$ cat src/rtl/cache_ctrl_fsm.sv
// Direct-mapped, write-through cache controller with multi-word block refill,
// internal memory-latency counter and optional write-allocate.
//
// state  | meaning
// IDLE   | waiting for a CPU strobe
// READ   | tag lookup for a read
// WRITE  | tag lookup for a write
// RMISS  | issue memory read for word word_idx, load latency counter
// RMEM   | wait for memory read data
// RDATA  | write refill word into cache, forward it to the CPU
// WHIT   | write CPU data into the cache line
// WMEM   | issue memory write, load latency counter
// WWAIT  | wait for memory write to finish
// DONE   | one-cycle completion pulse to the CPU
module cache_ctrl_fsm #(
  parameter int MEM_LAT     = 4,
  parameter int BLOCK_WORDS = 4,
  parameter int WRITE_ALLOC = 0,
  parameter int IDX_W       = (BLOCK_WORDS > 1) ? $clog2(BLOCK_WORDS) : 1
) (
  input  logic             clk,
  input  logic             reset,
  input  logic             strobe,
  input  logic             rw,
  input  logic             match,
  input  logic             valid,
  output logic             rdy,
  output logic             w,
  output logic             mstrobe,
  output logic             mrw,
  output logic             wsel,
  output logic             rsel,
  output logic [IDX_W-1:0] word_idx,
  output logic             busy
);

  localparam int CNT_W = (MEM_LAT > 1) ? $clog2(MEM_LAT) : 1;
  localparam logic [CNT_W-1:0] CNT_LOAD = CNT_W'(MEM_LAT - 1);
  localparam logic [IDX_W-1:0] IDX_LAST = IDX_W'(BLOCK_WORDS - 1);

  typedef enum logic [3:0] {
    S_IDLE  = 4'd0,
    S_READ  = 4'd1,
    S_WRITE = 4'd2,
    S_RMISS = 4'd3,
    S_RMEM  = 4'd4,
    S_RDATA = 4'd5,
    S_WHIT  = 4'd6,
    S_WMEM  = 4'd7,
    S_WWAIT = 4'd8,
    S_DONE  = 4'd9
  } state_t;

  state_t           state, state_nxt;
  logic [CNT_W-1:0] cnt;
  logic [IDX_W-1:0] idx;
  logic             alloc;
  logic             hit;

  assign hit      = match & valid;
  assign word_idx = idx;

  // State register.
  always_ff @(posedge clk) begin
    if (reset) state <= S_IDLE;
    else       state <= state_nxt;
  end

  // Latency counter, refill word index and write-allocate flag.
  always_ff @(posedge clk) begin
    if (reset) begin
      cnt   <= '0;
      idx   <= '0;
      alloc <= 1'b0;
    end else begin
      case (state)
        S_READ: begin
          if (!hit) begin
            idx   <= '0;
            alloc <= 1'b0;
          end
        end
        S_WRITE: begin
          if (!hit && (WRITE_ALLOC != 0)) begin
            idx   <= '0;
            alloc <= 1'b1;
          end
        end
        S_RMISS, S_WMEM: cnt <= CNT_LOAD;
        S_RMEM, S_WWAIT: begin
          if (cnt != '0) cnt <= cnt - CNT_W'(1);
        end
        S_RDATA: begin
          if (idx != IDX_LAST) idx <= idx + IDX_W'(1);
        end
        S_DONE: begin
          idx   <= '0;
          alloc <= 1'b0;
        end
        S_IDLE, S_WHIT: ;
        default: begin
          // Unreachable encodings: scrub the datapath along with the state.
          cnt   <= '0;
          idx   <= '0;
          alloc <= 1'b0;
        end
      endcase
    end
  end

  // Next-state decode.
  always_comb begin
    state_nxt = S_IDLE;
    case (state)
      S_IDLE:  state_nxt = strobe ? (rw ? S_WRITE : S_READ) : S_IDLE;
      S_READ:  state_nxt = hit ? S_DONE : S_RMISS;
      S_WRITE: state_nxt = hit ? S_WHIT : ((WRITE_ALLOC != 0) ? S_RMISS : S_WMEM);
      S_RMISS: state_nxt = S_RMEM;
      S_RMEM:  state_nxt = (cnt == '0) ? S_RDATA : S_RMEM;
      S_RDATA: state_nxt = (idx == IDX_LAST) ? (alloc ? S_WHIT : S_DONE) : S_RMISS;
      S_WHIT:  state_nxt = S_WMEM;
      S_WMEM:  state_nxt = S_WWAIT;
      S_WWAIT: state_nxt = (cnt == '0) ? S_DONE : S_WWAIT;
      S_DONE:  state_nxt = S_IDLE;
      default: state_nxt = S_IDLE;
    endcase
  end

  // Moore output decode; illegal encodings leave everything low.
  always_comb begin
    rdy     = 1'b0;
    w       = 1'b0;
    mstrobe = 1'b0;
    mrw     = 1'b0;
    wsel    = 1'b0;
    rsel    = 1'b0;
    busy    = 1'b0;
    case (state)
      S_READ, S_WRITE, S_RMEM: busy = 1'b1;
      S_RMISS: begin
        busy    = 1'b1;
        mstrobe = 1'b1;
      end
      S_RDATA: begin
        busy = 1'b1;
        w    = 1'b1;
        wsel = 1'b1;
        rsel = 1'b1;
      end
      S_WHIT: begin
        busy = 1'b1;
        w    = 1'b1;
      end
      S_WMEM: begin
        busy    = 1'b1;
        mstrobe = 1'b1;
        mrw     = 1'b1;
      end
      S_WWAIT: begin
        busy = 1'b1;
        mrw  = 1'b1;
      end
      S_DONE: begin
        busy = 1'b1;
        rdy  = 1'b1;
      end
      default: ;
    endcase
  end

endmodule
$ cat config.mk
export PLATFORM = sky130hd
export DESIGN_NAME = cache_ctrl_fsm
export DESIGN_NICKNAME = d
export VERILOG_FILES = /design/src/rtl/cache_ctrl_fsm.sv
export SDC_FILE = /design/constraint.sdc
export NUM_CORES = 1
export LEC_CHECK = 0
export BUFFER_PORTS_ARGS = -buffer_cell sky130_fd_sc_hd__buf_2
export CORE_MARGIN = 5
export CORE_UTILIZATION = 45
export CTS_CLUSTER_SIZE = 12
export DETAILED_ROUTE_END_ITERATION = 7
export GPL_TIMING_DRIVEN = 0
export PLACE_DENSITY = 0.71
export SYNTH_ARGS = -nofsm -noshare
export SYNTH_HDL_FRONTEND = slang
export SYNTH_SLANG_ARGS = --single-unit
$ cat constraint.sdc
create_clock -name clk -period 2 [get_ports clk]
set_input_delay 0.4 -clock clk [delete_from_list [all_inputs] [get_ports clk]]
set_output_delay 0.4 -clock clk [all_outputs]
set_load 0.005 [all_outputs]
# Word-level counts from Yosys, hierarchy flattened
# Index checks and enable logic that the tools add are counted.
classes:
  multipliers: 0
  shifts: 0
  n_lt_le_gt_ge: 0
  div: 0
  n_reduce_logical: 14
  n_mux: 22
  n_bitwise: 4
  addsub: 2
  eq_ne: 14
ops:
  columns: ["operator", "n"]
  rows:
  - ["case mux 4 bit (9 select lines)", 1]
  - ["equality test 4 x 3 -> 1 bit, second input constant", 4]
  - ["two-way mux 4 bit", 3]
  - ["case mux 2 bit (3 select lines)", 2]
  - ["two-way mux 1 bit", 10]
  - ["two-way mux 2 bit", 5]
  - ["OR reduction 9 bit", 1]
  - ["equality test 4 x 2 -> 1 bit, second input constant", 2]
  - ["equality test 4 bit, second input constant", 2]
  - ["inequality test 2 bit, second input constant", 4]
  - ["OR reduction 2 bit", 4]
  - ["OR reduction 8 bit", 1]
  - ["OR reduction 7 bit", 1]
  - ["OR reduction 6 bit", 1]
  - ["equality test 4 x 1 -> 1 bit, second input constant", 1]
  - ["logical NOT 4 bit", 1]
  - ["AND reduction 2 bit", 2]
  - ["NOT 1 bit", 3]
  - ["AND reduction 3 bit", 1]
  - ["adder 2 x 1 -> 2 bit, second input constant", 1]
  - ["equality test 2 bit, second input constant", 1]
  - ["logical NOT 2 bit", 1]
  - ["case mux 1 bit (2 select lines)", 1]
  - ["nonzero test 2 bit", 1]
  - ["other kinds (2)", 2]
totals:
  mem_bits_rw: 0
  inputBits: 6
  wordCells: 60
  out_inout_bits: 9
  latch_bits: 0
  mem_count: 0
  mem_bits_ro: 0
  regBits: 9

# Depth between registers and ports, before layout
depth:
  ltp_word: 4
  mapped_depth: 6
  ltp_nobuf: 6

# Worst setup path after synthesis
# Ideal clock, no wire load.
synth_path:
  path_kind: "register -> output"
  startpoint: "reg state[1]"
  endpoint: "out mrw"
  setup_slack_ps: 723
  arrival_ps: 877
  stages_incl_launch_ff: 5
  t_required_ps: 1600
  path_buffers: 1
  path_cell_list: "dfxtp_1 > buf_2 > nor2_1 > inv_1 > o22ai_1"
synth_via:
  elab_chain_len: 3
  elab_cells_between_ends: 4
  cone_classes: "2 x eq/ne; 1 x mux; 1 x reduce/logical"
synth_lines:
  columns: ["element", "line_no", "rtl"]
  rows:
  - ["from (decl)", "54", "state_t state, state_nxt;"]
  - ["from (signal assigned)", "66", "else state <= state_nxt;"]
  - ["equality test 4 bit / equality test 4 x 3 -> 1 bit (equally long branches)", "138", "case (state)"]
  - ["OR reduction 2 bit (no line) *", null, null]
  - ["two-way mux 1 bit *", "138", null]
  - ["to (decl)", "30", "output logic mrw,"]
# Every way passes the cells marked *; elsewhere a longest branch is shown, timed or not.

# Final worst setup path
# Same ends and word-level chain as after synthesis.

==> metrics.txt <==
largest net degree at the start of global routing 11; Sink Count 8; worst skew pair latency 0.26 ns; post-synthesis area per instance 7.92 um^2; n_diodes 0; Worst setup SP type flop; cell area after synthesis 602 um^2; initial antenna violation count 0; number of max-cap violations 0; Max FO, Critical Path 10; worst path required time 1.60 ns; Hold-fix buffers, CTS 0; Post-CTS Resized 0; first-pass GRT wire length 2420 um; number of port buffers 14; First-pass DRT Iterations 4; gr ovfl total 0; H-tree levels 1; total core area 1280 um^2; Slew Limit Fails 0; gp weighted congestion 0.833; R2R Setup Slk 0.63 ns; Worst Setup Path Type reg -> out; post-CTS setup buffers 0; Final setup viols 0; Reg clk slew, reported paths 0.06 ns; routed len/inst 12.8 um; final core occ 55.5%; total CTS buffers 3; Residual DRC 0; Fin. Hold Viols 0; Ys Warns 0; status completed; maximum vdd drop 0.533 mV; Clock Tree Buf Depth 2; syn nets 84; crit path capture mrw; vias per std cell 5.77; final period utilization 91.9%; Clock Tree Root clkbuf_4; setup TNS after final layout 0 ns; detailed-route via count 623; Worst Clk Skew 0.0100 ns; share of layout cells above drive strength 1 29.0%; Top Ports 15; tightest hold margin 0.378 ns; GRT Total Usage 15.7%; Unique masters post-synth 34; Syn Inst Count 76; CTS tree built; element type at the critical path end primary output; Die ar. 2170 um^2; vias in the first global route 573; dpl hpwl 1070 um; area delta synth->final 18.5%; maximum clock rate 544 MHz; fin nets 103; RSZ-0062 raised after global routing no; Setup crit start state[1]; Antenna Nets Post-Route 0; FP Rows 13; r2r worst-path depth 6; Tmin final 1.84 ns; Routed Wire Length 1380 um; FF+latch count, synth 8; PwrDens 1210 nW/um^2; headroom to the max-slew limit 75.6%; Lkg Pwr 0.324 nW; Starting Density 46.8%; Worst Path Arrival 1.44 ns; die height 46.6 um; DR iter-0 viols 11; r2r startpoint cnt[0]; Hold Path Class in -> reg; reg2reg end cnt[1]; post-synthesis sequential area ratio 26.6%; Worst-Margin Slew 0.365 ns; Die X-Extent 46.6 um
==> sequential cells by signal (all words and copies together) (netlist names) <==
signal	count
cnt	2
state	4
word_idx	2
==> worst max-delay path, stage by stage, from the launching register on <==
cell	delay, ns
dfxtp_1	0.32
buf_2	0.18
nor2_1	0.33
inv_1	0.09
o22ai_1	0.13
buf_2	0.13
==> cell type report <==
cell class / count / area [um^2]
Buffer: 5 / 33.8
Multi-Input combinational cell: 60 / 397
Fill cell: 124 / 572
Inverter: 3 / 11.3
Timing Repair Buffer: 14 / 70.1
Clock buffer: 3 / 22.5
Sequential cell: 8 / 160
Tap cell: 15 / 18.8
==> synthesized netlist by cell type, drive strengths merged <==
cell | n | area [um^2]
and2 | 2 | 12.5
a41oi | 1 | 8.76
a21oi | 4 | 20.0
a22oi | 1 | 7.51
mux2i | 1 | 10.0
nor4 | 1 | 6.26
and3 | 1 | 6.26
nand2 | 5 | 18.8
o21ai | 3 | 15.0
nand2b | 6 | 40.0
o21bai | 1 | 18.8
dfxtp | 8 | 160
a21o | 1 | 7.51
a21boi | 1 | 7.51
o22ai | 1 | 6.26
buf | 5 | 33.8
o31ai | 1 | 7.51
nand3 | 3 | 15.0
nand4b | 1 | 8.76
a2111oi | 2 | 25.0
nand3b | 2 | 15.0
ha | 2 | 25.0
a31oi | 1 | 6.26
a211oi | 2 | 20.0
inv | 3 | 11.3
nor2 | 13 | 48.8
and2b | 1 | 7.51
nor4b | 1 | 15.0
a32oi | 2 | 17.5
==> where the power goes <==
group          total (mW)  switching (mW)  leakage, nW  internal [mW]
clock               0.127          0.0585       0.0138         0.0689
sequential          0.232          0.0329       0.0652          0.200
combinational       0.501           0.290        0.245          0.210
total               0.861           0.382        0.324          0.479
==> layer usage <==
metal	vias up	global-route usage [%]	wire (um)
met2	13	26.6	634
met5	-	0	0
met4	0	8.52	36
li1	314	-	-
met3	5	2.34	63
met1	291	18.7	647
==> layout by cell type (no fill, tap or decap), types with 2 or more instances in the layout <==
master	synthesis	routed
o21ai_1	3	3
nand2b_1	5	5
nor2_1	13	13
buf_2	3	17
ha_1	2	2
inv_1	3	3
a21oi_1	4	4
a32oi_1	2	2
dfxtp_1	8	8
and2_1	2	2
clkbuf_4	0	3
nand2_1	5	5
nand3_1	3	3
nand3b_1	2	2
==> per-stage QoR <==
step	cell area [um^2]	std cells	setup WS, ns	power, mW
6_report	713	108	0.162	0.861
5_1_grt	713	108	0.0714	0.934
4_1_cts	713	108	0.151	0.865
3_5_place_dp	691	105	0.439	0.736
3_3_place_gp	691	105	0.494	0.723
2_1_floorplan	602	76	0.723	0.611
==> kinds of logic after synthesis <==
| logic type | count (synthesis) | share of synthesized area (%) |
|---|---|---|
| simple gates | 36 | 32.2 |
| compound gates | 21 | 27.9 |
| buf+inv | 8 | 7.48 |
| flops | 8 | 26.6 |
| fa+ha+maj | 2 | 4.16 |
| mux | 1 | 1.66 |
==> worst min-delay path by stage <==
| stage | from | slack [ns] | cells past startpoint | to |
|---|---|---|---|---|
| floorplan | reset | 0.47 | 1 | cnt[0] |
| global placement | word_idx[1] | 0.47 | 2 | word_idx[1] |
| detailed placement | word_idx[1] | 0.48 | 2 | word_idx[1] |
| CTS | reset | 0.38 | 2 | word_idx[0] |
| global route | reset | 0.41 | 2 | word_idx[0] |
| finish | reset | 0.38 | 2 | word_idx[0] |
Note: power is estimated with default switching activity, not from simulation.
